`config.mk`:
```
export PLATFORM = sky130hd
export DESIGN_NAME = tlb_op_ctrl_flat
export DESIGN_NICKNAME = d
export VERILOG_FILES = /design/src/rtl/tlb_op_pkg.sv /design/src/rtl/tlb_op_ctrl_if.sv /design/src/rtl/tlb_fill_index_gen.sv /design/src/rtl/tlb_op_ctrl.sv /design/src/flat_wrapper.sv
export SDC_FILE = /design/constraint.sdc
export NUM_CORES = 1
export LEC_CHECK = 0
export CORE_AREA = 2 2 211 213
export DETAILED_ROUTE_END_ITERATION = 10
export DIE_AREA = 0 0 213 215
export PLACE_DENSITY_LB_ADDON = 0.1
export SLEW_MARGIN = 5
export SYNTH_ARGS = -nofsm -noshare
export SYNTH_HDL_FRONTEND = slang
export SYNTH_SLANG_ARGS = --single-unit
```
`constraint.sdc`:
```
create_clock -name clk -period 10.7 [get_ports clk]
set_input_delay 2.14 -clock clk [delete_from_list [all_inputs] [get_ports clk]]
set_output_delay 2.14 -clock clk [all_outputs]
set_load 0.005 [all_outputs]
```
`src/rtl/tlb_op_pkg.sv`:
```
// Shared definitions for the TLB-maintenance sequencer: op codes, entry layout,
// ELO bit positions, FSM states and the write-entry packing helper.
package tlb_op_pkg;

  localparam int TLB_ENTRY_W = 89;

  typedef enum logic [2:0] {
    OP_SRCH = 3'd0,
    OP_RD   = 3'd1,
    OP_WR   = 3'd2,
    OP_FILL = 3'd3,
    OP_INV  = 3'd4
  } tlb_op_e;

  localparam logic [2:0] INV_OP_ILLEGAL = 3'd7;

  localparam int ELO_V   = 0;
  localparam int ELO_D   = 1;
  localparam int ELO_PLV = 2;
  localparam int ELO_MAT = 4;
  localparam int ELO_G   = 6;
  localparam int ELO_PPN = 8;
  localparam int PPN_W   = 20;

  // Packed entry, LSB first: odd page, even page, then the shared tag fields.
  localparam int ENT_V1   = 0;
  localparam int ENT_D1   = 1;
  localparam int ENT_PLV1 = 2;
  localparam int ENT_MAT1 = 4;
  localparam int ENT_PFN1 = 6;
  localparam int ENT_V0   = 26;
  localparam int ENT_D0   = 27;
  localparam int ENT_PLV0 = 28;
  localparam int ENT_MAT0 = 30;
  localparam int ENT_PFN0 = 32;
  localparam int ENT_G    = 52;
  localparam int ENT_E    = 53;
  localparam int ENT_PS   = 54;
  localparam int ENT_ASID = 60;
  localparam int ENT_VPN2 = 70;

  typedef enum logic [1:0] {
    ST_IDLE  = 2'd0,
    ST_ISSUE = 2'd1,
    ST_WAIT  = 2'd2,
    ST_DONE  = 2'd3
  } tlb_state_e;

  function automatic logic [TLB_ENTRY_W-1:0] build_entry(
    input logic [18:0] vppn,
    input logic [9:0]  asid,
    input logic [5:0]  ps,
    input logic        refill,
    input logic        ne,
    input logic [31:0] elo0,
    input logic [31:0] elo1
  );
    logic [TLB_ENTRY_W-1:0] ent;
    ent = '0;
    ent[ENT_VPN2 +: 19]    = vppn;
    ent[ENT_ASID +: 10]    = asid;
    ent[ENT_PS +: 6]       = ps;
    ent[ENT_E]             = refill | ~ne;
    ent[ENT_G]             = elo0[ELO_G] & elo1[ELO_G];
    ent[ENT_PFN0 +: PPN_W] = elo0[ELO_PPN +: PPN_W];
    ent[ENT_MAT0 +: 2]     = elo0[ELO_MAT +: 2];
    ent[ENT_PLV0 +: 2]     = elo0[ELO_PLV +: 2];
    ent[ENT_D0]            = elo0[ELO_D];
    ent[ENT_V0]            = elo0[ELO_V];
    ent[ENT_PFN1 +: PPN_W] = elo1[ELO_PPN +: PPN_W];
    ent[ENT_MAT1 +: 2]     = elo1[ELO_MAT +: 2];
    ent[ENT_PLV1 +: 2]     = elo1[ELO_PLV +: 2];
    ent[ENT_D1]            = elo1[ELO_D];
    ent[ENT_V1]            = elo1[ELO_V];
    return ent;
  endfunction

endpackage

```
`src/rtl/tlb_op_ctrl_if.sv`:
```
// Command, CSR, TLB-port and result bundle of tlb_op_ctrl.
// slave = sequencer side, master = execute stage / TLB / CSR file side.
interface tlb_op_ctrl_if #(parameter int TLBNUM = 32);
  import tlb_op_pkg::*;
  localparam int IW = $clog2(TLBNUM);

  logic                   flush;
  logic                   cmd_valid;
  logic                   cmd_ready;
  logic [2:0]             cmd_op;
  logic [2:0]             cmd_inv_op;
  logic [9:0]             cmd_inv_asid;
  logic [31:0]            cmd_inv_vaddr;
  logic [IW-1:0]          csr_tlbidx_index;
  logic [5:0]             csr_tlbidx_ps;
  logic                   csr_tlbidx_ne;
  logic [18:0]            csr_tlbehi_vppn;
  logic [9:0]             csr_asid;
  logic [31:0]            csr_tlbelo0;
  logic [31:0]            csr_tlbelo1;
  logic                   csr_tlbrefill;
  logic                   tlb_we;
  logic                   tlb_fill_mode;
  logic [IW-1:0]          tlb_w_index;
  logic [IW-1:0]          tlb_f_index;
  logic [TLB_ENTRY_W-1:0] tlb_w_entry;
  logic [IW-1:0]          tlb_r_index;
  logic                   tlb_check_mode;
  logic [18:0]            tlb_s_vpn2;
  logic [9:0]             tlb_s_asid;
  logic                   tlb_inv_valid;
  logic [2:0]             tlb_inv_op;
  logic [31:0]            tlb_inv_vaddr;
  logic [9:0]             tlb_inv_asid;
  logic [TLB_ENTRY_W-1:0] tlb_r_entry;
  logic [IW-1:0]          tlb_s_index;
  logic                   tlb_rs_e;
  logic                   res_valid;
  logic [2:0]             res_op;
  logic                   res_err;
  logic                   res_ne;
  logic [IW-1:0]          res_index;
  logic [TLB_ENTRY_W-1:0] res_entry;

  modport slave (
    input  flush, cmd_valid, cmd_op, cmd_inv_op, cmd_inv_asid, cmd_inv_vaddr,
           csr_tlbidx_index, csr_tlbidx_ps, csr_tlbidx_ne, csr_tlbehi_vppn, csr_asid,
           csr_tlbelo0, csr_tlbelo1, csr_tlbrefill, tlb_r_entry, tlb_s_index, tlb_rs_e,
    output cmd_ready, tlb_we, tlb_fill_mode, tlb_w_index, tlb_f_index, tlb_w_entry,
           tlb_r_index, tlb_check_mode, tlb_s_vpn2, tlb_s_asid, tlb_inv_valid,
           tlb_inv_op, tlb_inv_vaddr, tlb_inv_asid, res_valid, res_op, res_err,
           res_ne, res_index, res_entry
  );

  modport master (
    output flush, cmd_valid, cmd_op, cmd_inv_op, cmd_inv_asid, cmd_inv_vaddr,
           csr_tlbidx_index, csr_tlbidx_ps, csr_tlbidx_ne, csr_tlbehi_vppn, csr_asid,
           csr_tlbelo0, csr_tlbelo1, csr_tlbrefill, tlb_r_entry, tlb_s_index, tlb_rs_e,
    input  cmd_ready, tlb_we, tlb_fill_mode, tlb_w_index, tlb_f_index, tlb_w_entry,
           tlb_r_index, tlb_check_mode, tlb_s_vpn2, tlb_s_asid, tlb_inv_valid,
           tlb_inv_op, tlb_inv_vaddr, tlb_inv_asid, res_valid, res_op, res_err,
           res_ne, res_index, res_entry
  );

endinterface

```
`src/rtl/tlb_fill_index_gen.sv`:
```
// Free-running TLBFILL victim index. TLB_FILL_LFSR_EN selects a 16-bit Galois
// LFSR (x^16+x^14+x^13+x^11+1, seed 16'hACE1); otherwise a wrapping counter.
module tlb_fill_index_gen #(
  parameter int TLBNUM = 32
) (
  input  logic                      clk,
  input  logic                      rst,
  output logic [$clog2(TLBNUM)-1:0] idx
);
  localparam int IW = $clog2(TLBNUM);

`ifdef TLB_FILL_LFSR_EN
  logic [15:0] r_lfsr;

  // Right-shifting Galois form: taps 16,14,13,11 map to mask 16'hB400.
  always_ff @(posedge clk or posedge rst) begin
    if (rst) begin
      r_lfsr <= 16'hACE1;
    end else begin
      r_lfsr <= {1'b0, r_lfsr[15:1]} ^ (r_lfsr[0] ? 16'hB400 : 16'h0000);
    end
  end

  assign idx = r_lfsr[IW-1:0];
`else
  logic [IW-1:0] r_cnt;

  always_ff @(posedge clk or posedge rst) begin
    if (rst) begin
      r_cnt <= '0;
    end else begin
      r_cnt <= r_cnt + 1'b1;
    end
  end

  assign idx = r_cnt;
`endif

endmodule

```
`src/rtl/tlb_op_ctrl.sv`:
```
// Sequencer for TLBSRCH/TLBRD/TLBWR/TLBFILL/INVTLB: one command at a time through
// IDLE->ISSUE->(WAIT)->DONE. Fill index source chosen by TLB_FILL_LFSR_EN.
module tlb_op_ctrl
  import tlb_op_pkg::*;
#(
  parameter int TLBNUM = 32
) (
  input  logic         clk,
  input  logic         rst,
  tlb_op_ctrl_if.slave io_tlb
);
  localparam int IW = $clog2(TLBNUM);

  tlb_state_e             r_state;
  tlb_state_e             w_state_next;
  logic [2:0]             r_op;
  logic [2:0]             r_inv_op;
  logic [9:0]             r_inv_asid;
  logic [31:0]            r_inv_vaddr;
  logic [IW-1:0]          r_index;
  logic [TLB_ENTRY_W-1:0] r_w_entry;
  logic                   r_res_ne;
  logic [IW-1:0]          r_res_index;
  logic [TLB_ENTRY_W-1:0] r_res_entry;
  logic [IW-1:0]          w_fill_idx;
  logic                   w_accept;
  logic                   w_illegal;
  logic                   w_flush;
  logic                   w_rd_e;

  tlb_fill_index_gen #(.TLBNUM(TLBNUM)) u_fill_idx (
    .clk (clk),
    .rst (rst),
    .idx (w_fill_idx)
  );

  assign w_accept  = (r_state == ST_IDLE) && io_tlb.cmd_valid;
  assign w_illegal = (r_op > 3'd4) || ((r_op == OP_INV) && (r_inv_op == INV_OP_ILLEGAL));
  assign w_flush   = io_tlb.flush && (r_state != ST_IDLE);
  assign w_rd_e    = io_tlb.tlb_r_entry[ENT_E];

  always_ff @(posedge clk or posedge rst) begin
    if (rst) begin
      r_state     <= ST_IDLE;
      r_op        <= '0;
      r_inv_op    <= '0;
      r_inv_asid  <= '0;
      r_inv_vaddr <= '0;
      r_index     <= '0;
      r_w_entry   <= '0;
      r_res_ne    <= 1'b0;
      r_res_index <= '0;
      r_res_entry <= '0;
    end else begin
      r_state <= w_state_next;
      if (w_accept) begin
        r_op        <= io_tlb.cmd_op;
        r_inv_op    <= io_tlb.cmd_inv_op;
        r_inv_asid  <= io_tlb.cmd_inv_asid;
        r_inv_vaddr <= io_tlb.cmd_inv_vaddr;
        r_index     <= io_tlb.csr_tlbidx_index;
        r_w_entry   <= build_entry(io_tlb.csr_tlbehi_vppn, io_tlb.csr_asid,
                                   io_tlb.csr_tlbidx_ps, io_tlb.csr_tlbrefill,
                                   io_tlb.csr_tlbidx_ne, io_tlb.csr_tlbelo0,
                                   io_tlb.csr_tlbelo1);
        r_res_ne    <= 1'b0;
        r_res_index <= '0;
        r_res_entry <= '0;
      end
      // Only RD and SRCH reach WAIT; the TLB return is valid in this cycle.
      if (r_state == ST_WAIT) begin
        if (r_op == OP_SRCH) begin
          r_res_ne    <= ~io_tlb.tlb_rs_e;
          r_res_index <= io_tlb.tlb_rs_e ? io_tlb.tlb_s_index : '0;
        end else begin
          r_res_ne    <= ~w_rd_e;
          r_res_entry <= w_rd_e ? io_tlb.tlb_r_entry : '0;
        end
      end
    end
  end

  always_comb begin
    w_state_next          = r_state;
    io_tlb.cmd_ready      = 1'b0;
    io_tlb.tlb_we         = 1'b0;
    io_tlb.tlb_fill_mode  = 1'b0;
    io_tlb.tlb_w_index    = '0;
    io_tlb.tlb_f_index    = '0;
    io_tlb.tlb_w_entry    = '0;
    io_tlb.tlb_r_index    = '0;
    io_tlb.tlb_check_mode = 1'b0;
    io_tlb.tlb_s_vpn2     = '0;
    io_tlb.tlb_s_asid     = '0;
    io_tlb.tlb_inv_valid  = 1'b0;
    io_tlb.tlb_inv_op     = '0;
    io_tlb.tlb_inv_vaddr  = '0;
    io_tlb.tlb_inv_asid   = '0;
    io_tlb.res_valid      = 1'b0;
    io_tlb.res_op         = '0;
    io_tlb.res_err        = 1'b0;
    io_tlb.res_ne         = 1'b0;
    io_tlb.res_index      = '0;
    io_tlb.res_entry      = '0;
    unique case (r_state)
      ST_IDLE: begin
        io_tlb.cmd_ready = ~rst;
        if (io_tlb.cmd_valid) w_state_next = ST_ISSUE;
      end
      ST_ISSUE: begin
        w_state_next = ST_DONE;
        if (!w_illegal) begin
          case (r_op)
            OP_WR: begin
              io_tlb.tlb_we      = 1'b1;
              io_tlb.tlb_w_index = r_index;
              io_tlb.tlb_w_entry = r_w_entry;
            end
            OP_FILL: begin
              io_tlb.tlb_we        = 1'b1;
              io_tlb.tlb_fill_mode = 1'b1;
              io_tlb.tlb_f_index   = w_fill_idx;
              io_tlb.tlb_w_entry   = r_w_entry;
            end
            OP_INV: begin
              io_tlb.tlb_inv_valid = 1'b1;
              io_tlb.tlb_inv_op    = r_inv_op;
              io_tlb.tlb_inv_vaddr = r_inv_vaddr;
              io_tlb.tlb_inv_asid  = r_inv_asid;
            end
            OP_RD: begin
              io_tlb.tlb_r_index = r_index;
              w_state_next       = ST_WAIT;
            end
            OP_SRCH: begin
              io_tlb.tlb_s_vpn2     = r_w_entry[ENT_VPN2 +: 19];
              io_tlb.tlb_s_asid     = r_w_entry[ENT_ASID +: 10];
              io_tlb.tlb_check_mode = 1'b1;
              w_state_next          = ST_WAIT;
            end
            default: ;
          endcase
        end
      end
      ST_WAIT: w_state_next = ST_DONE;
      ST_DONE: begin
        io_tlb.res_valid = 1'b1;
        io_tlb.res_op    = r_op;
        io_tlb.res_err   = w_illegal;
        io_tlb.res_ne    = r_res_ne;
        io_tlb.res_index = r_res_index;
        io_tlb.res_entry = r_res_entry;
        w_state_next     = ST_IDLE;
      end
      default: w_state_next = ST_IDLE;
    endcase
    // A flush kills this cycle's strobes and result and abandons the command.
    if (w_flush) begin
      io_tlb.tlb_we        = 1'b0;
      io_tlb.tlb_inv_valid = 1'b0;
      io_tlb.res_valid     = 1'b0;
      w_state_next         = ST_IDLE;
    end
  end

endmodule

```
`src/flat_wrapper.sv`:
```
// flat-port wrapper written by rule: the top's interface ports become plain ports
module tlb_op_ctrl_flat import tlb_op_pkg::*;
#(
  parameter int TLBNUM = 32
)
  (clk, rst, io_tlb_flush, io_tlb_cmd_valid, io_tlb_cmd_op, io_tlb_cmd_inv_op, io_tlb_cmd_inv_asid, io_tlb_cmd_inv_vaddr, io_tlb_csr_tlbidx_index, io_tlb_csr_tlbidx_ps, io_tlb_csr_tlbidx_ne, io_tlb_csr_tlbehi_vppn, io_tlb_csr_asid, io_tlb_csr_tlbelo0, io_tlb_csr_tlbelo1, io_tlb_csr_tlbrefill, io_tlb_tlb_r_entry, io_tlb_tlb_s_index, io_tlb_tlb_rs_e, io_tlb_cmd_ready, io_tlb_tlb_we, io_tlb_tlb_fill_mode, io_tlb_tlb_w_index, io_tlb_tlb_f_index, io_tlb_tlb_w_entry, io_tlb_tlb_r_index, io_tlb_tlb_check_mode, io_tlb_tlb_s_vpn2, io_tlb_tlb_s_asid, io_tlb_tlb_inv_valid, io_tlb_tlb_inv_op, io_tlb_tlb_inv_vaddr, io_tlb_tlb_inv_asid, io_tlb_res_valid, io_tlb_res_op, io_tlb_res_err, io_tlb_res_ne, io_tlb_res_index, io_tlb_res_entry);
  tlb_op_ctrl_if #(.TLBNUM(TLBNUM)) io_tlb_i ();
  input  logic clk;
  input  logic rst;
  input wire logic [$bits(io_tlb_i.flush)-1:0] io_tlb_flush;
  input wire logic [$bits(io_tlb_i.cmd_valid)-1:0] io_tlb_cmd_valid;
  input wire logic [$bits(io_tlb_i.cmd_op)-1:0] io_tlb_cmd_op;
  input wire logic [$bits(io_tlb_i.cmd_inv_op)-1:0] io_tlb_cmd_inv_op;
  input wire logic [$bits(io_tlb_i.cmd_inv_asid)-1:0] io_tlb_cmd_inv_asid;
  input wire logic [$bits(io_tlb_i.cmd_inv_vaddr)-1:0] io_tlb_cmd_inv_vaddr;
  input wire logic [$bits(io_tlb_i.csr_tlbidx_index)-1:0] io_tlb_csr_tlbidx_index;
  input wire logic [$bits(io_tlb_i.csr_tlbidx_ps)-1:0] io_tlb_csr_tlbidx_ps;
  input wire logic [$bits(io_tlb_i.csr_tlbidx_ne)-1:0] io_tlb_csr_tlbidx_ne;
  input wire logic [$bits(io_tlb_i.csr_tlbehi_vppn)-1:0] io_tlb_csr_tlbehi_vppn;
  input wire logic [$bits(io_tlb_i.csr_asid)-1:0] io_tlb_csr_asid;
  input wire logic [$bits(io_tlb_i.csr_tlbelo0)-1:0] io_tlb_csr_tlbelo0;
  input wire logic [$bits(io_tlb_i.csr_tlbelo1)-1:0] io_tlb_csr_tlbelo1;
  input wire logic [$bits(io_tlb_i.csr_tlbrefill)-1:0] io_tlb_csr_tlbrefill;
  input wire logic [$bits(io_tlb_i.tlb_r_entry)-1:0] io_tlb_tlb_r_entry;
  input wire logic [$bits(io_tlb_i.tlb_s_index)-1:0] io_tlb_tlb_s_index;
  input wire logic [$bits(io_tlb_i.tlb_rs_e)-1:0] io_tlb_tlb_rs_e;
  output wire logic [$bits(io_tlb_i.cmd_ready)-1:0] io_tlb_cmd_ready;
  output wire logic [$bits(io_tlb_i.tlb_we)-1:0] io_tlb_tlb_we;
  output wire logic [$bits(io_tlb_i.tlb_fill_mode)-1:0] io_tlb_tlb_fill_mode;
  output wire logic [$bits(io_tlb_i.tlb_w_index)-1:0] io_tlb_tlb_w_index;
  output wire logic [$bits(io_tlb_i.tlb_f_index)-1:0] io_tlb_tlb_f_index;
  output wire logic [$bits(io_tlb_i.tlb_w_entry)-1:0] io_tlb_tlb_w_entry;
  output wire logic [$bits(io_tlb_i.tlb_r_index)-1:0] io_tlb_tlb_r_index;
  output wire logic [$bits(io_tlb_i.tlb_check_mode)-1:0] io_tlb_tlb_check_mode;
  output wire logic [$bits(io_tlb_i.tlb_s_vpn2)-1:0] io_tlb_tlb_s_vpn2;
  output wire logic [$bits(io_tlb_i.tlb_s_asid)-1:0] io_tlb_tlb_s_asid;
  output wire logic [$bits(io_tlb_i.tlb_inv_valid)-1:0] io_tlb_tlb_inv_valid;
  output wire logic [$bits(io_tlb_i.tlb_inv_op)-1:0] io_tlb_tlb_inv_op;
  output wire logic [$bits(io_tlb_i.tlb_inv_vaddr)-1:0] io_tlb_tlb_inv_vaddr;
  output wire logic [$bits(io_tlb_i.tlb_inv_asid)-1:0] io_tlb_tlb_inv_asid;
  output wire logic [$bits(io_tlb_i.res_valid)-1:0] io_tlb_res_valid;
  output wire logic [$bits(io_tlb_i.res_op)-1:0] io_tlb_res_op;
  output wire logic [$bits(io_tlb_i.res_err)-1:0] io_tlb_res_err;
  output wire logic [$bits(io_tlb_i.res_ne)-1:0] io_tlb_res_ne;
  output wire logic [$bits(io_tlb_i.res_index)-1:0] io_tlb_res_index;
  output wire logic [$bits(io_tlb_i.res_entry)-1:0] io_tlb_res_entry;
  assign io_tlb_i.flush = io_tlb_flush;
  assign io_tlb_i.cmd_valid = io_tlb_cmd_valid;
  assign io_tlb_i.cmd_op = io_tlb_cmd_op;
  assign io_tlb_i.cmd_inv_op = io_tlb_cmd_inv_op;
  assign io_tlb_i.cmd_inv_asid = io_tlb_cmd_inv_asid;
  assign io_tlb_i.cmd_inv_vaddr = io_tlb_cmd_inv_vaddr;
  assign io_tlb_i.csr_tlbidx_index = io_tlb_csr_tlbidx_index;
  assign io_tlb_i.csr_tlbidx_ps = io_tlb_csr_tlbidx_ps;
  assign io_tlb_i.csr_tlbidx_ne = io_tlb_csr_tlbidx_ne;
  assign io_tlb_i.csr_tlbehi_vppn = io_tlb_csr_tlbehi_vppn;
  assign io_tlb_i.csr_asid = io_tlb_csr_asid;
  assign io_tlb_i.csr_tlbelo0 = io_tlb_csr_tlbelo0;
  assign io_tlb_i.csr_tlbelo1 = io_tlb_csr_tlbelo1;
  assign io_tlb_i.csr_tlbrefill = io_tlb_csr_tlbrefill;
  assign io_tlb_i.tlb_r_entry = io_tlb_tlb_r_entry;
  assign io_tlb_i.tlb_s_index = io_tlb_tlb_s_index;
  assign io_tlb_i.tlb_rs_e = io_tlb_tlb_rs_e;
  assign io_tlb_cmd_ready = io_tlb_i.cmd_ready;
  assign io_tlb_tlb_we = io_tlb_i.tlb_we;
  assign io_tlb_tlb_fill_mode = io_tlb_i.tlb_fill_mode;
  assign io_tlb_tlb_w_index = io_tlb_i.tlb_w_index;
  assign io_tlb_tlb_f_index = io_tlb_i.tlb_f_index;
  assign io_tlb_tlb_w_entry = io_tlb_i.tlb_w_entry;
  assign io_tlb_tlb_r_index = io_tlb_i.tlb_r_index;
  assign io_tlb_tlb_check_mode = io_tlb_i.tlb_check_mode;
  assign io_tlb_tlb_s_vpn2 = io_tlb_i.tlb_s_vpn2;
  assign io_tlb_tlb_s_asid = io_tlb_i.tlb_s_asid;
  assign io_tlb_tlb_inv_valid = io_tlb_i.tlb_inv_valid;
  assign io_tlb_tlb_inv_op = io_tlb_i.tlb_inv_op;
  assign io_tlb_tlb_inv_vaddr = io_tlb_i.tlb_inv_vaddr;
  assign io_tlb_tlb_inv_asid = io_tlb_i.tlb_inv_asid;
  assign io_tlb_res_valid = io_tlb_i.res_valid;
  assign io_tlb_res_op = io_tlb_i.res_op;
  assign io_tlb_res_err = io_tlb_i.res_err;
  assign io_tlb_res_ne = io_tlb_i.res_ne;
  assign io_tlb_res_index = io_tlb_i.res_index;
  assign io_tlb_res_entry = io_tlb_i.res_entry;
  tlb_op_ctrl #(.TLBNUM(TLBNUM)) u_core (.clk(clk), .rst(rst), .io_tlb(io_tlb_i));
endmodule
```
==> results of run 1 <==
==> per-stage QoR <==
stage	power, W	util, %	setup slack (ps)	cell area, um2
6_report	0.00384	40.7	5020	17800
3_3_place_gp	0.00279	38.3	4980	16700
4_1_cts	0.00392	40.7	4980	17800
2_1_floorplan	0.00228	-	1860	11000
3_5_place_dp	0.00282	38.3	5000	16700
5_1_grt	0.00410	40.7	4940	17800
==> cells in the final DEF (no fill, tap or decap), types with 2 or more instances in the layout <==
cell | Yosys | final
nand3_1 | 7 | 7
and3_1 | 7 | 5
dfrtp_1 | 244 | 244
diode_2 | 0 | 3
inv_1 | 7 | 6
clkbuf_1 | 39 | 7
clkinv_2 | 0 | 5
o21ai_0 | 8 | 8
and2_1 | 273 | 272
clkbuf_16 | 0 | 31
buf_4 | 1 | 8
bufinv_16 | 0 | 2
and3_2 | 0 | 2
nor2_1 | 5 | 5
a22o_1 | 88 | 88
mux2_2 | 141 | 141
mux2i_1 | 2 | 2
xnor2_1 | 2 | 2
nor2b_1 | 4 | 4
ha_1 | 6 | 5
clkbuf_8 | 0 | 10
nand2_1 | 10 | 10
clkdlybuf4s50_1 | 0 | 525
nor4b_2 | 1 | 2
==> final timing paths <==
| check | from | end | slack [ps] | cells after the start |
|---|---|---|---|---|
| max in group asynchronous | rst | u_core.r_w_entry[69]$_DFFE_PP0P_ | 6940 | 3 |
| max reg2reg | u_core.r_state[1]$_DFFE_PP0P_ | u_core.r_res_entry[76]$_DFF_PP0_ | 7100 | 7 |
| min reg2reg | u_core.u_fill_idx.idx[4]$_DFF_PP0_ | u_core.u_fill_idx.idx[4]$_DFF_PP0_ | 470 | 1 |
| min in group asynchronous | rst | u_core.r_res_entry[8]$_DFF_PP0_ | 2140 | 2 |
| min | u_core.u_fill_idx.idx[4]$_DFF_PP0_ | u_core.u_fill_idx.idx[4]$_DFF_PP0_ | 470 | 1 |
| max | io_tlb_flush | io_tlb_res_valid | 5020 | 4 |
==> registers in the layout, summed over array words and instances (netlist names) <==
register,cells
u_core.r_inv_asid,10
u_core.r_index,5
u_core.r_res_ne,1
u_core.r_w_entry,89
u_core.r_state,2
u_core.r_inv_vaddr,32
u_core.r_inv_op,3
u_core.r_res_entry,89
u_core.r_op,3
u_core.u_fill_idx.idx,5
u_core.r_res_index,5
==> cell usage after synthesis, types with 2 or more instances <==
cell | count | share of area (%)
o21ai_0 | 8 | 0.37
nor2b_1 | 4 | 0.23
nand2_1 | 10 | 0.34
clkbuf_1 | 39 | 1.3
nand3_1 | 7 | 0.32
mux2_2 | 141 | 14
xnor2_1 | 2 | 0.16
and3_1 | 7 | 0.40
buf_6 | 5 | 0.51
dfrtp_1 | 244 | 56
mux2i_1 | 2 | 0.18
buf_2 | 22 | 1.0
inv_1 | 7 | 0.24
nor2_1 | 5 | 0.17
ha_1 | 6 | 0.68
and2_1 | 273 | 16
a22o_1 | 88 | 7.0
==> cell families after synthesis <==
kind of cell | after synthesis | synth area share (%)
multiplexers | 143 | 14.7
flip-flops | 244 | 55.7
AO/OA/AOI/OAI | 103 | 7.91
AND/OR/NAND/NOR | 313 | 17.7
buffers and inverters | 74 | 3.16
XOR/XNOR | 3 | 0.240
adder cells (fa/ha/maj) | 6 | 0.685
==> cell type report <==
class	count	area [um2]
Antenna cell	3	7.51
Clock buffer	48	940
Tap cell	592	741
Multi-Input combinational cell	568	4530
Inverter	7	33.8
Timing Repair Buffer	533	5320
Fill cell	4226	25900
Clock inverter	7	85.1
Sequential cell	244	6110
==> metal layers <==
| layer | routed length, um | GRT usage [%] |
|---|---|---|
| met1 | 15100 | 18.9 |
| met2 | 18900 | 28.2 |
| met3 | 3570 | 6.55 |
| met4 | 1150 | 4.94 |
| met5 | 0 | 0 |
==> power by group through the flow <==
stage	Combinational, W	Sequential (W)	Clock, W
6_report	0.00122	0.00156	0.00105
3_5_place_dp	0.00125	0.00157	0
2_1_floorplan	0.000793	0.00149	0
4_1_cts	0.00126	0.00156	0.00110
5_1_grt	0.00134	0.00163	0.00114
3_3_place_gp	0.00123	0.00156	0
==> impl_metrics.toml, run 1 <==
[timing]
final_hold_fails = 0
tns_ps = 0
post_layout_min_period_ps = 5680
max_slew_violations = 0
setup_viol_count_final = 0
final_min_period_over_clock_period_pct = 53.1
relSlewSlack_pct = 28.5
rsz_0062_raised_after_global_routing = "false"
tightest_slew_ps = 1070
maxClockFrequency_mhz = 176
skew_ps = 7.54
holdWs_ps = 467

[grt]
grt_max_degree = 109
grt.overflow.total = 0
grt.total_usage_pct = 16.5
grt_pass1_wl_um = 58100
first_global_vias = 9340
grt_antenna_before_repair = 4

[routing]
remaining_drc_errors = 0
drt_iter0_markers = 378
routed_wirelength_um = 38700
dr_total_vias = 8576
dr.pass1.iters = 4
routed_via_density = 4.28
post_drt_wl_per_cell_um = 19.3
antenna_left = 0

[worst_setup_path]
arrival_time_of_data_at_the_critical_path_endpoint_ps = 3540
critical_path.startpoint_type = "input pin"
cp_top_family = "buffers and inverters"
critical_path.max_stage_delay_ps = 500
critical-path-slowest-cell = "clkdlybuf4s50_1"
cp-end-kind = "output pin"
critPathMaxFanout = 4
ordered_list_of_cells_on_the_worst_path = "clkdlybuf4s50_1 > nor2b_1 > nor2b_1 > clkdlybuf4s50_1"
worstPathRequired_ps = 8560
timing_worst_setup_path_type = "in2out"
cp.buffers_inverters = 2

[floorplanning]
floorplan.initialDensity_pct = 25.1
fp.dieW_um = 213
design.core.area_um2 = 43600
die_h_um = 215
overall_die_area_um2 = 45800
row_count = 77
floorplan.io_pins = 536

[run]
timing.max_cap.violations = 0

[placed_design]
numPortBuffers = 525
place_congestion = 0.756
post-place-cells = 1944
dp_hpwl_um = 26700

[logic_synthesis]
synth.avg_cell_area_um2 = 12.4
synth_edf_count = 0
synth-async-reset-ratio_pct = 100
yosysWarningCount = 0
dominantRegCellSynth = "dfrtp_1"
seq_area_frac_synth_pct = 55.7
syn_area_um2 = 11000
ys_seq_elements = 244
synthesis.nets = 1145
synthDistinctLibCells = 33
netlist_instances = 886

[clocking]
cts-htree-levels = 1
cts-hold-fix-buffers = 0
clockBufferDepth = 3
tritoncts = "built"
cts_num_sinks = 244
numCtsBuffers = 31
insertion_delay_to_the_later_sink_of_the_worst_skew_pair_ps = 560
cts_setup_buffers = 0
cts_resized = 0
clk_pin_slew_worst_paths_ps = 60
cts.root.buffer_cell = "clkbuf_16"

[status]
result_of_the_run = "finished clean"

[power_and_ir_drop]
p_int_w = 0.00271
vdd.ir_drop.worst_uv = 116
power.net_switching_w = 0.00113
power_switching_share_pct = 29.5
power_per_standard_cell_area_nw_per_um2 = 216
leakage_nw = 7.38
share_of_total_power_in_sequential_cells_pct = 40.7
p_comb_share_pct = 31.9
clockPowerShare_pct = 27.4

[hold_path]
min_path_type = "reg2reg"

[cells_and_area]
fin_cells = 2002
nNetsFinal = 1644
area_growth_pct = 62.0
post_route_cells_drive_above_1_share_pct = 14.7
(Power assumes the default switching activity.)
==> inputs of run 2 (changes only) <==
--- a/config.mk
+++ b/config.mk
@@ -5,9 +5,9 @@
 export SDC_FILE = /design/constraint.sdc
 export NUM_CORES = 1
 export LEC_CHECK = 0
-export CORE_AREA = 2 2 211 213
+export CORE_AREA = 2 2 209 211
 export DETAILED_ROUTE_END_ITERATION = 10
-export DIE_AREA = 0 0 213 215
+export DIE_AREA = 0 0 211 213
 export PLACE_DENSITY_LB_ADDON = 0.1
 export SLEW_MARGIN = 5
 export SYNTH_ARGS = -nofsm -noshare
==> constraint.sdc (replaced) <==
create_clock -name clk -period 4.8 [get_ports clk]
set_input_delay 0.96 -clock clk [delete_from_list [all_inputs] [get_ports clk]]
set_output_delay 0.96 -clock clk [all_outputs]
set_load 0.005 [all_outputs]
==> run 2 against run 1 <==
  * Register-to-register slack worse by 4700 ps
  * Global-route usage rose by 0.17 points
  * Total power grew 120%
  * Critical path type is now reg2out
  * Critical endpoint is now io_tlb_tlb_r_index[2]
  * Highest routed layer unchanged
==> impl_metrics.toml, run 2 (synthesis gave the netlist of run 1 again) <==
[grt]
grt_pass1_wl_um = 57100
first_global_vias = 8840
grt.total_usage_pct = 16.7
grt.overflow.total = 0
grt_max_degree = 152
grt_antenna_before_repair = 3

[power_and_ir_drop]
power_per_standard_cell_area_nw_per_um2 = 484
power.total_w = 0.00861
leakage_nw = 7.41
vdd.ir_drop.worst_uv = 257

[routing]
drt_iter0_markers = 419
remaining_drc_errors = 0
antenna_left = 0
routed_wirelength_um = 39100
post_drt_wl_per_cell_um = 19.9
dr.pass1.iters = 4
routed_via_density = 4.39
dr_total_vias = 8634

[placed_design]
post-place-ws_ps = 1370
numPortBuffers = 525
place_congestion = 0.753
dp_hpwl_um = 27500

[floorplanning]
row_count = 76
overall_die_area_um2 = 44900
floorplan.initialDensity_pct = 25.7
floorplan.io_pins = 536
design.core.area_um2 = 42700
die_h_um = 213
fp.dieW_um = 211

[clocking]
cts_setup_buffers = 0
numCtsBuffers = 31
tritoncts = "built"
clockBufferDepth = 3
cts_num_sinks = 244
cts-htree-levels = 1
clk_pin_slew_worst_paths_ps = 60
insertion_delay_to_the_later_sink_of_the_worst_skew_pair_ps = 580
cts_resized = 0
cts.root.buffer_cell = "clkbuf_16"
cts-hold-fix-buffers = 0

[timing]
post_layout_min_period_ps = 3940
maxClockFrequency_mhz = 254
rsz_0062_raised_after_global_routing = "false"
skew_ps = 31.3
relSlewSlack_pct = 34.6
max_slew_violations = 0
tightest_slew_ps = 979
holdWs_ps = 468
setup_viol_count_final = 0
final_min_period_over_clock_period_pct = 82.1
final.setup.worst_slack_ps = 861
final_hold_fails = 0
tns_ps = 0

[worst_setup_path]
critical-path-slowest-cell = "nor4bb_1"
critPathMaxFanout = 6
timing_worst_setup_path_type = "reg2out"
critical_path.max_stage_delay_ps = 790
reg2regPathDepth = 5
critical_path.startpoint_type = "flop"
arrival_time_of_data_at_the_critical_path_endpoint_ps = 2980
worstPathRequired_ps = 3840
ordered_list_of_cells_on_the_worst_path = "inv_1 > ha_1 > nor4bb_1 > and2_1 > clkdlybuf4s50_1"
cp-end-kind = "output pin"

[run]
timing.max_cap.violations = 0

[cells_and_area]
layout_commonest_cell = "clkdlybuf4s50_1"
area_growth_pct = 62.2
commonest_cells_after_routing_fill_and_taps_aside = "clkdlybuf4s50_1 (525), and2_1 (272), dfrtp_1 (244)"
biggestRegsByFlops = "u_core.r_res_entry x89, u_core.r_w_entry x89, u_core.r_inv_vaddr x32"
post_route_cells_drive_above_1_share_pct = 14.9
nNetsFinal = 1650
final_util_pct = 41.7
num-fill-cells = 4172

[hold_path]
min_path_type = "reg2reg"
holdPathStages = 1

[status]
result_of_the_run = "finished clean"
[run 2: cell types whose count changed in the layout (fill, tap and decap cells not counted)]
cell / before / now
buf_12: 0 / 3
buf_4: 8 / 11
clkbuf_1: 7 / 9
clkinv_2: 5 / 3
clkinvlp_4: 0 / 2
diode_2: 3 / 5
and3_1: 5 / 6
and3_2: 2 / 1
clkbuf_8: 10 / 9
inv_6: 0 / 1
inv_8: 1 / 0
[run 2: path summary, 6_finish.rpt]
check                                              startpoint                                  to  slack, ps
setup / recovery                u_core.r_state[1]$_DFFE_PP0P_               io_tlb_tlb_r_index[2]        860
setup reg to reg                u_core.r_state[0]$_DFFE_PP0P_    u_core.r_res_entry[86]$_DFF_PP0_       2390
min in group asynchronous                                 rst       u_core.r_state[1]$_DFFE_PP0P_        700
hold / removal             u_core.u_fill_idx.idx[0]$_DFF_PP0_  u_core.u_fill_idx.idx[0]$_DFF_PP0_        470
max in group asynchronous                                 rst  u_core.r_inv_vaddr[16]$_DFFE_PP0P_       2900
hold reg to reg            u_core.u_fill_idx.idx[0]$_DFF_PP0_  u_core.u_fill_idx.idx[0]$_DFF_PP0_        470
[run 2: where the power goes]
| group | leakage, nW | internal [W] | switching, W |
|---|---|---|---|
| clock | 0.502 | 0.00143 | 0.000935 |
| combinational | 3.86 | 0.00164 | 0.00112 |
| sequential | 3.04 | 0.00299 | 0.000497 |
[run 2: critical path, delay by kind of cell (launching register included)]
family	cells	cell delay [ps]
adder cells (fa/ha/maj)	1	270
buffers and inverters	2	660
flip-flops	1	440
AND/OR/NAND/NOR	2	1010
[run 2: final cells by class]
cell class,instances,area [um2],share of cell area [%]
Tap cell,546,683,3.84
Multi-Input combinational cell,568,4530,25.5
Sequential cell,244,6110,34.3
Timing Repair Buffer,539,5400,30.3
Clock inverter,7,91.3,0.514
Clock buffer,49,933,5.25
Inverter,7,30.0,0.169
Antenna cell,5,12.5,0.0703
[run 2: stage by stage]
stage | instance area [um2] | cells
global route | 17800 | 1962
finish | 17800 | 1965
floorplan | 11000 | 886
global placement | 16700 | 1904
detailed placement | 16700 | 1904
CTS | 17800 | 1960
[run 2: per-layer routing]
layer / routed length [um] / GRT usage (%) / share of wire [%] / vias up
met2: 19200 / 28.2 / 49 / 273
li1: - / - / - / 4035
met5: 0 / 0 / 0 / -
met4: 852 / 5.10 / 2.2 / 0
met1: 15700 / 19.9 / 40 / 4279
met3: 3290 / 5.79 / 8.4 / 47
==> inputs of run 3 (changes only) <==
==> constraint.sdc (replaced) <==
create_clock -name clk -period 3.21 [get_ports clk]
set_input_delay 0.642 -clock clk [delete_from_list [all_inputs] [get_ports clk]]
set_output_delay 0.642 -clock clk [all_outputs]
set_load 0.005 [all_outputs]
==> run 3 against run 2 <==
  * Core utilization grew 0.78 points
  * Worst hold slack worse by 6.6 ps
  * Cell count is 1.0% higher
  * Flip-flop and latch count unchanged
  * Critical path depth is 2 higher
  * Critical endpoint is now io_tlb_tlb_w_entry[68]
  * Largest cell class unchanged
  * Largest power group unchanged
  * Highest routed layer unchanged
==> impl_metrics.toml, run 3 (synthesis gave the netlist of run 1 again) <==
[cells_and_area]
post_route_cells_drive_above_1_share_pct = 16.4
layout_commonest_cell = "clkdlybuf4s50_1"
commonest_cells_after_routing_fill_and_taps_aside = "clkdlybuf4s50_1 (501), and2_1 (272), dfrtp_1 (242)"
area_growth_pct = 65.3
biggestRegsByFlops = "u_core.r_res_entry x89, u_core.r_w_entry x89, u_core.r_inv_vaddr x32"
nNetsFinal = 1669

[power_and_ir_drop]
leakage_nw = 7.78
power_per_standard_cell_area_nw_per_um2 = 715
vdd.ir_drop.worst_uv = 369
p_int_w = 0.00903
share_of_total_power_in_sequential_cells_pct = 40.0
clockPowerShare_pct = 25.1
p_comb_share_pct = 34.8
power.net_switching_w = 0.00393
power_switching_share_pct = 30.4

[floorplanning]
die_h_um = 213
floorplan.initialDensity_pct = 25.7
floorplan.io_pins = 536
design.core.area_um2 = 42700
fp.dieW_um = 211
row_count = 76
overall_die_area_um2 = 44900

[worst_setup_path]
critical-path-slowest-cell = "clkdlybuf4s50_1"
critical_path.startpoint_type = "flop"
cp_top_family = "buffers and inverters"
timing_worst_setup_path_type = "reg2out"
cp-end-kind = "output pin"
ordered_list_of_cells_on_the_worst_path = "inv_2 > ha_4 > and3b_2 > buf_8 > buf_12 > and2_1 > clkdlybuf4s50_1"
critical_path.max_stage_delay_ps = 540
worstPathRequired_ps = 2570
arrival_time_of_data_at_the_critical_path_endpoint_ps = 2490
critPathMaxFanout = 10
reg2regPathDepth = 5
logic_depth_of_the_worst_path_buffers_included = 7
cp.buffers_inverters = 4

[timing]
final_min_period_over_clock_period_pct = 97.7
maxClockFrequency_mhz = 319
relSlewSlack_pct = 19.2
tightest_slew_ps = 1210
setup_viol_count_final = 0
max_slew_violations = 0
skew_ps = 28.4
final_hold_fails = 0
post_layout_min_period_ps = 3130
rsz_0062_raised_after_global_routing = "true"
final.setup.worst_slack_ps = 75.2
holdWs_ps = 461

[clocking]
cts-hold-fix-buffers = 0
clockBufferDepth = 3
tritoncts = "built"
cts.root.buffer_cell = "clkbuf_16"
clk_pin_slew_worst_paths_ps = 60
insertion_delay_to_the_later_sink_of_the_worst_skew_pair_ps = 580
numCtsBuffers = 31
cts_num_sinks = 244
cts-htree-levels = 1

[placed_design]
dp_hpwl_um = 27100
numPortBuffers = 525
place_congestion = 0.740
post-place-ws_ps = 215

[routing]
dr.pass1.iters = 4
post_drt_wl_per_cell_um = 20.5
remaining_drc_errors = 0
routed_wirelength_um = 40600
drt_iter0_markers = 326
dr_total_vias = 8711
antenna_left = 0
routed_via_density = 4.39

[grt]
grt.overflow.total = 0
first_global_vias = 8953
grt_pass1_wl_um = 57500
grt_max_degree = 143
grt.total_usage_pct = 16.8
grt_antenna_before_repair = 5

[hold_path]
min_path_type = "reg2reg"
holdPathStages = 1

[run]
timing.max_cap.violations = 0

[status]
result_of_the_run = "finished clean"
-- run 3: cell count changes in the layout (fill, tap and decap cells not counted), sizes merged --
cell	delta
buf	+13
clkinv	+5
diode	+2
bufbuf	+1
clkbuf	+1
dlygate4sd2	+15
bufinv	-2
dlymetal6s2s	+9
clkdlybuf4s50	-24
-- run 3: power groups by stage --
stage	registers, W	clock network [W]	logic [W]
floorplan	0.00497	0	0.00264
global placement	0.00518	0	0.00428
detailed placement	0.00522	0	0.00433
CTS	0.00520	0.00340	0.00443
global route	0.00538	0.00354	0.00492
finish	0.00519	0.00326	0.00451
-- run 3: metal layers --
metal	track usage, %	up-vias	wire, um
met1	20.5	4282	16800
met4	4.91	0	879
met2	27.9	298	19600
met3	5.78	48	3340
li1	-	4083	-
met5	0	-	0
-- run 3: cell type report --
cell class	count	area, um2
sequential	244	6110
timing repair buffer	558	5780
tap	546	683
antenna	7	17.5
inverter	7	30.0
clock inverter	10	60.1
fill	4044	24600
clock buffer	45	878
multi-input combinational	568	4570
-- run 3: final timing paths --
| path | start | endpoint | slack (ps) |
|---|---|---|---|
| worst max-delay path | u_core.r_state[1]$_DFFE_PP0P_ | io_tlb_tlb_w_entry[68] | 80 |
| worst min-delay path | u_core.u_fill_idx.idx[4]$_DFF_PP0_ | u_core.u_fill_idx.idx[4]$_DFF_PP0_ | 460 |
| worst max register to register | u_core.r_op[1]$_DFFE_PP0P_ | u_core.r_res_entry[0]$_DFF_PP0_ | 550 |
| worst min register to register | u_core.u_fill_idx.idx[4]$_DFF_PP0_ | u_core.u_fill_idx.idx[4]$_DFF_PP0_ | 460 |
| max in group asynchronous | rst | u_core.r_w_entry[56]$_DFFE_PP0P_ | 1960 |
| min in group asynchronous | rst | u_core.r_inv_vaddr[29]$_DFFE_PP0P_ | 640 |
-- run 3: metrics by stage --
step	instances	util [%]	total power, W	area, um2	TNS [ps]
detailed placement	1905	39.5	0.00955	16800	0
floorplan	886	-	0.00762	11000	-155130
CTS	1968	41.9	0.0130	17900	0
global route	1982	42.4	0.0138	18100	-843
finish	1985	42.4	0.0130	18100	0
global placement	1905	39.5	0.00946	16800	0
-- run 3: timing repair --
| item | CTS | global route |
|---|---|---|
| gates cloned | 3 | 8 |
| buffers inserted | 5 | 2 |
| gates resized for setup | 24 | 16 |
| setup endpoints to repair | 176 | 121 |
